## src/rtl/nbit_logic_pipe.sv

```systemverilog
// Two-stage valid/ready pipeline that applies a bitwise logic operation to two
// N-bit operands. It reports zero and parity flags on the result and keeps a
// saturating count of completed output handshakes.
module nbit_logic_pipe #(
    parameter int unsigned N     = 8,
    parameter int unsigned CNT_W = 16
) (
    input  logic             clk,
    input  logic             rst,
    input  logic             in_valid,
    output logic             in_ready,
    input  logic [N-1:0]     a,
    input  logic [N-1:0]     b,
    input  logic [2:0]       op,
    output logic             out_valid,
    input  logic             out_ready,
    output logic [N-1:0]     out_data,
    output logic             out_zero,
    output logic             out_parity,
    output logic [CNT_W-1:0] done_count
);

    logic [N-1:0]     op_res;

    logic             s1_v_q, s1_v_d;
    logic [N-1:0]     s1_res_q, s1_res_d;
    logic             s2_v_q, s2_v_d;
    logic [N-1:0]     s2_res_q, s2_res_d;
    logic             s2_zero_q, s2_zero_d;
    logic             s2_par_q, s2_par_d;
    logic [CNT_W-1:0] cnt_q, cnt_d;

    logic             s1_adv;
    logic             s2_adv;
    logic             out_hs;

    // Bitwise operation selected by op
    always_comb begin
        op_res = '0;
        unique case (op)
            3'd0: op_res = a & b;
            3'd1: op_res = a | b;
            3'd2: op_res = a ^ b;
            3'd3: op_res = ~(a & b);
            3'd4: op_res = ~(a | b);
            3'd5: op_res = ~(a ^ b);
            3'd6: op_res = a & ~b;
            3'd7: op_res = a;
        endcase
    end

    // Stage advance enables; a stage may load when it is empty or the next one moves
    always_comb begin
        s2_adv   = ~s2_v_q | out_ready;
        s1_adv   = ~s1_v_q | s2_adv;
        in_ready = s1_adv;
        out_hs   = s2_v_q & out_ready;
    end

    // Next-state for both stages and the saturating handshake counter
    always_comb begin
        s1_v_d    = s1_v_q;
        s1_res_d  = s1_res_q;
        s2_v_d    = s2_v_q;
        s2_res_d  = s2_res_q;
        s2_zero_d = s2_zero_q;
        s2_par_d  = s2_par_q;
        cnt_d     = cnt_q;

        if (s1_adv) begin
            s1_v_d   = in_valid;
            s1_res_d = op_res;
        end

        if (s2_adv) begin
            s2_v_d    = s1_v_q;
            s2_res_d  = s1_res_q;
            s2_zero_d = (s1_res_q == '0);
            s2_par_d  = ^s1_res_q;
        end

        if (out_hs && (cnt_q != '1)) begin
            cnt_d = cnt_q + CNT_W'(1);
        end
    end

    // State registers; reset wins over any handshake in the same cycle
    always_ff @(posedge clk) begin
        if (rst) begin
            s1_v_q    <= 1'b0;
            s1_res_q  <= '0;
            s2_v_q    <= 1'b0;
            s2_res_q  <= '0;
            s2_zero_q <= 1'b0;
            s2_par_q  <= 1'b0;
            cnt_q     <= '0;
        end else begin
            s1_v_q    <= s1_v_d;
            s1_res_q  <= s1_res_d;
            s2_v_q    <= s2_v_d;
            s2_res_q  <= s2_res_d;
            s2_zero_q <= s2_zero_d;
            s2_par_q  <= s2_par_d;
            cnt_q     <= cnt_d;
        end
    end

    // Outputs come straight from the S2 registers
    always_comb begin
        out_valid  = s2_v_q;
        out_data   = s2_res_q;
        out_zero   = s2_zero_q;
        out_parity = s2_par_q;
        done_count = cnt_q;
    end

endmodule

```

## config.mk

```make
export PLATFORM = sky130hd
export DESIGN_NAME = nbit_logic_pipe
export DESIGN_NICKNAME = d
export VERILOG_FILES = /design/src/rtl/nbit_logic_pipe.sv
export SDC_FILE = /design/constraint.sdc
export NUM_CORES = 1
export LEC_CHECK = 0
export CORE_MARGIN = 5
export CORE_UTILIZATION = 39
export DETAILED_ROUTE_END_ITERATION = 16
export PLACE_DENSITY = 0.66
export SKIP_CTS_REPAIR_TIMING = 1
export SLEW_MARGIN = 5
export SYNTH_ARGS = -nofsm -noshare
export SYNTH_HDL_FRONTEND = slang
export SYNTH_SLANG_ARGS = --single-unit
```

## constraint.sdc

```tcl
create_clock -name clk -period 1.75 [get_ports clk]
set_clock_uncertainty 0.05 [all_clocks]
set_input_delay 0.2625 -clock clk [delete_from_list [all_inputs] [get_ports clk]]
set_output_delay 0.2625 -clock clk [all_outputs]
set_load 0.005 [all_outputs]
```

# Word level (Yosys, flattened, before mapping)
# Cells that the tools add are included.
[op_classes]
mux = 1
addsub = 1
reduce_logical = 4
eq_ne = 8
bitwise = 13
[op_table]
columns = ["cell", "count"]
rows = [
  ["8-bit one-hot mux with 8 select lines", 1],
  ["8-bit NOT", 4],
  ["16-bit by 1-bit adder with 16-bit output (second input constant)", 1],
  ["8-bit AND", 2],
  ["16-bit != test (second input constant)", 1],
  ["3-bit equality test (second input constant)", 4],
  ["8-bit zero test", 1],
  ["8-bit OR", 1],
  ["8-bit parity", 1],
  ["8-bit bitwise XOR", 1],
  ["3-bit by 2-bit equality test with 1-bit output (second input constant)", 2],
  ["3-bit by 1-bit equality test with 1-bit output (second input constant)", 1],
  ["3-bit zero test", 1],
  ["1-bit NOT", 2],
  ["1-bit OR", 2],
  ["1-bit AND", 1],
  ["1-bit logical AND", 1],
]
[totals]
regBits = 36
elab_cells = 34
input_bits = 23
out_inout_bits = 28

# Logic depth before layout (Yosys ltp)
[logic_depth]
depth_word = 3
depth_mapped = 6
mapped_depth_nobuf = 6

# Least setup slack after synthesis
# Ideal clock, no wire load.
[synth_path]
path_kind = "reg-to-reg"
startpoint = "reg cnt_q[2], in the netlist done_count[2]"
endpoint = "reg cnt_q[0], in the netlist done_count[0]"
n_path_buf = 1
arrival_ns = 1.507
path_slack_ns = 0.072
period_less_slack_ns = 1.678
setup_time_ns = 0.121
required_ns = 1.579
stages_incl_launch_ff = 6
cell_sequence = "dfxtp_1 -> clkbuf_1 -> nand4_1 -> nor4_4 -> nor2_2 -> mux2_4"
[synth_via]
elab_chain_cells = 2
[synth_rtl]
columns = ["item", "line_no", "source"]
rows = [
  ["from (decl)", "31", "logic [CNT_W-1:0] cnt_q, cnt_d;"],
  ["from (signal assigned)", "104", "cnt_q <= cnt_d;"],
  ["16-bit != test", "82", "if (out_hs && (cnt_q != '1)) begin"],
  ["1-bit logical AND", "82", ""],
]
# No other way between the ends.
# A chain may end at the register's enable or synchronous reset.

# Worst setup path after layout
[layout_path]
startpoint = "in out_ready"
endpoint = "reg cnt_q[11], in the netlist done_count[11]"
[layout_via]
elab_chain_cells = 2
[layout_rtl]
columns = ["item", "line_no", "source"]
rows = [
  ["from (decl)", "16", "input logic out_ready,"],
  ["1-bit AND", "57", "out_hs = s2_v_q & out_ready;"],
  ["1-bit logical AND", "82", ""],
]
# No other way between the ends.

==> out/qor_table.md <==
| Metric | Reported | Unit |
|:---|:---|:---|
| Basic-gate share of the synthesized area counting and, or, nand and nor cells | 0.243 | - |
| Netlist Area Pre-Place | 2570 | um2 |
| Number of clock sinks | 36 | - |
| Synth area leader | sky130_fd_sc_hd__dfxtp_1 | - |
| Post-DR wirelength/cell | 13.3 | um |
| Slowest cell on the critical path | sky130_fd_sc_hd__clkdlybuf4s50_1 | - |
| Crit path launch | out_ready | - |
| Maximum cell stage delay along the critical path | 540 | ps |
| Via count of the first global-routing pass | 2384 | - |
| Transition time of the tightest slew-check pin | 352 | ps |
| Result of the run | complete, no violations | - |
| CP Max Fanout | 4 | - |
| CTS Root Buffer Type | sky130_fd_sc_hd__clkbuf_8 | - |
| Clk pin slew, worst setup/hold paths | 70 | ps |
| # port buffers | 50 | - |
| Number of nets in the finished design | 460 | - |
| Crit Reg-Reg Startpoint | done_count[0] | - |
| Area contributors post-synth | sky130_fd_sc_hd__dfxtp_1, sky130_fd_sc_hd__ha_1, sky130_fd_sc_hd__inv_1 | - |
| Xor and xnor area share after synthesis | 0.0102 | - |
| Skew-Pair Late Insertion Delay | 290 | ps |
| Final number of setup-violating endpoints | 0 | - |
| Number of max-cap violations | 0 | - |
| Design area | 3730 | um2 |
| Yosys warning total | 0 | - |
| WL final | 6460 | um |
| Via density per instance | 5.26 | - |
| Total cell area at the placement stage | 3530 | um2 |
| Sum of net half-perimeters after detailed placement | 5190 | um |
| Floorplan die area | 8320 | um2 |
| Peak Freq | 587 | MHz |
| Critical path arrival | 1870 | ps |
| Overflow after GRT | 0 | - |
| Area of all sequential standard cells | 729 | um2 |
| Maximum VDD drop | 0.000341 | V |
| Number of distinct library cell variants in the gate-level netlist after synthesis | 48 | - |
| Clock period minus final worst setup slack | 1700 | ps |
| Detail Route Antenna Nets | 0 | - |
| Total Negative Setup Slacks | 0 | ps |
| Chip width | 91.2 | um |
| Worst endpoint required time | 1920 | ps |
| Final slew viol count | 0 | - |
| Worst slew margin | 0.766 | - |
| Filler cell count | 589 | - |
| TritonCTS clock tree | done | - |
| Portion of the clock cycle consumed by the worst path in the final layout | 0.973 | - |
| Adder-cell share of the synthesized area | 0.141 | - |
| Path category of the worst min-delay check | flip-flop to flip-flop | - |
| Number of H-tree levels | 2 | - |
| Sequential area share after synthesis | 0.280 | - |
| Largest net degree at the start of global routing | 25 | - |
| N_diodes | 0 | - |
| Compound-cell area share of the yosys netlist | 0.202 | - |
| Unrepaired setup endpoints after global routing | no | - |
| Number of nets produced by synthesis | 363 | - |
| Overall track demand over capacity in global routing | 0.149 | - |
| Number of buffers between clock root and the deepest sink | 2 | - |
| Ports | 51 | - |
| Min-delay src | out_data[1] | - |
| Endpoints failing hold | 0 | - |
| Core region area | 6390 | um2 |
| Nature of the critical path endpoint | flip-flop | - |
| Cell-by-cell trace of the critical path | clkdlybuf4s50_1, and4_4, buf_4, o2111ai_1, or4_1, a21oi_1 | - |
| Number of design rule violations left after detail routing | 0 | - |
| Fraction of layout cells with a size suffix above 1 | 0.240 | - |
| Fraction of post-synthesis cell area in the top cell type by area | 0.280 | - |
| Main combinational cell family by area after synthesis | simple AND/OR/NAND/NOR gates | - |
| First-pass DRT Iterations | 4 | - |
| Number of rows in the core area | 29 | - |
| Global-route wire length before repair | 10700 | um |
| Power per unit of standard cell area | 537 | nW/um2 |
| Post-synthesis mux area share | 0.0482 | - |
| Crit path kind | primary input to flip-flop | - |
| Multi-input logic area | 1740 | um2 |
| Bufs and invs on worst path | 2 | - |
| Initial detailed-routing violation count | 67 | - |
| Count of state elements after synthesis | 36 | - |
| Post-synthesis average cell area | 8.27 | um2 |
| Layout overhead on the synthesized area | 45.1 | % |
| Detailed-route via count | 2558 | - |
| Initial core utilization | 0.403 | - |
| Post-synthesis cell count | 311 | - |
| Placer's final routability congestion estimate | 0.778 | - |
| Initial antenna violation count | 0 | - |
| Power Total | 2000 | uW |
| Total clock buffers created by CTS | 5 | - |
| Nature of the critical path startpoint | primary input | - |
| Cell family with most CP delay | simple AND/OR/NAND/NOR gates | - |
| Cell leakage power | 0.00158 | uW |
| Die span in y | 91.2 | um |
-- path summary, 6_finish.rpt --
kind / end / depth (start not counted) / slack, ps
setup / recovery: done_count[11] / 6 / 50
hold / removal: out_data[1] / 2 / 400
setup reg to reg: done_count[8] / 5 / 70
hold reg to reg: out_data[1] / 2 / 400
-- cells in the final DEF (no fill, tap or decap), types with 10 or more instances in the layout --
master / instances
sky130_fd_sc_hd__nor2_1: 17
sky130_fd_sc_hd__clkdlybuf4s50_1: 44
sky130_fd_sc_hd__nand2_1: 26
sky130_fd_sc_hd__nand2b_1: 14
sky130_fd_sc_hd__ha_1: 26
sky130_fd_sc_hd__inv_1: 32
sky130_fd_sc_hd__dfxtp_1: 29
sky130_fd_sc_hd__a21oi_1: 18
sky130_fd_sc_hd__nor2b_1: 10
sky130_fd_sc_hd__buf_4: 54
-- through the flow --
| step | setup slack [ps] | utilization | std cells | hold WS (ps) |
|---|---|---|---|---|
| floorplan | 71.6 | - | 311 | 342 |
| global placement | -422 | 0.553 | 478 | 390 |
| detailed placement | -473 | 0.553 | 478 | 396 |
| CTS | -184 | 0.568 | 486 | 406 |
| global route | 1.22 | 0.584 | 486 | 433 |
| finish | 46.7 | 0.584 | 486 | 399 |
-- worst reg2reg max path: cells and delay by family (launching register included) --
| kind | cells | cell delay [ps] |
|---|---|---|
| compound gates | 1 | 170 |
| flops | 1 | 360 |
| simple gates | 3 | 840 |
| fa+ha+maj | 1 | 210 |
-- cell usage after synthesis (all sizes together) --
| master | instances |
|---|---|
| and3 | 3 |
| a211oi | 6 |
| dfxtp | 36 |
| ha | 29 |
| nand4 | 4 |
| inv | 35 |
| a32o | 3 |
| nand3 | 11 |
| nand2 | 26 |
| or3b | 1 |
| a22oi | 1 |
| a221oi | 1 |
| o2111ai | 1 |
| and4bb | 1 |
| or3 | 4 |
| nand2b | 14 |
| nor2b | 10 |
| a31oi | 5 |
| clkbuf | 11 |
| a311oi | 1 |
| o32ai | 7 |
| mux2 | 4 |
| nor4 | 3 |
| o22ai | 6 |
| a21oi | 20 |
| nor3 | 3 |
| o211a | 1 |
| o221ai | 4 |
| mux2i | 3 |
| and4 | 3 |
| o21ai | 3 |
| xnor2 | 3 |
| o211ai | 3 |
| nand3b | 1 |
| buf | 4 |
| o21bai | 2 |
| o21a | 2 |
| o31ai | 8 |
| o41ai | 1 |
| mux4 | 2 |
| nor2 | 18 |
| or4 | 7 |
-- layer usage --
layer / up-vias / wire length, um / GRT usage
li1: 1321 / - / -
met1: 1192 / 3020 / 0.192
met2: 39 / 3070 / 0.250
met3: 6 / 298 / 0.0306
met4: 0 / 70 / 0.0428
met5: - / 0 / 0
-- kinds of logic after synthesis --
logic type,count (synthesis)
AO/OA/AOI/OAI,75
XOR/XNOR,3
adder cells (fa/ha/maj),29
buffers and inverters,50
flip-flops,36
multiplexers,9
AND/OR/NAND/NOR,109
-- final cells by class --
| cell class | count | area share |
|---|---|---|
| clock buffers | 6 | 0.0221 |
| clock inverters | 2 | 0.00268 |
| inverters | 35 | 0.0352 |
| multi-input cells | 225 | 0.466 |
| flip-flops and latches | 36 | 0.196 |
| well taps | 77 | 0.0258 |
| repair buffers | 105 | 0.252 |
-- report_power, final --
group / switching (uW) / internal (uW)
logic: 219 / 284
registers: 28.4 / 863
clock network: 296 / 314
-- sequential cells by signal, summed over array words and instances (netlist names) --
name,cells
s1_res_q,8
out_data,8
out_zero,1
s1_v_q,1
out_parity,1
done_count,16
out_valid,1
Power figures use the tool's default switching activity.
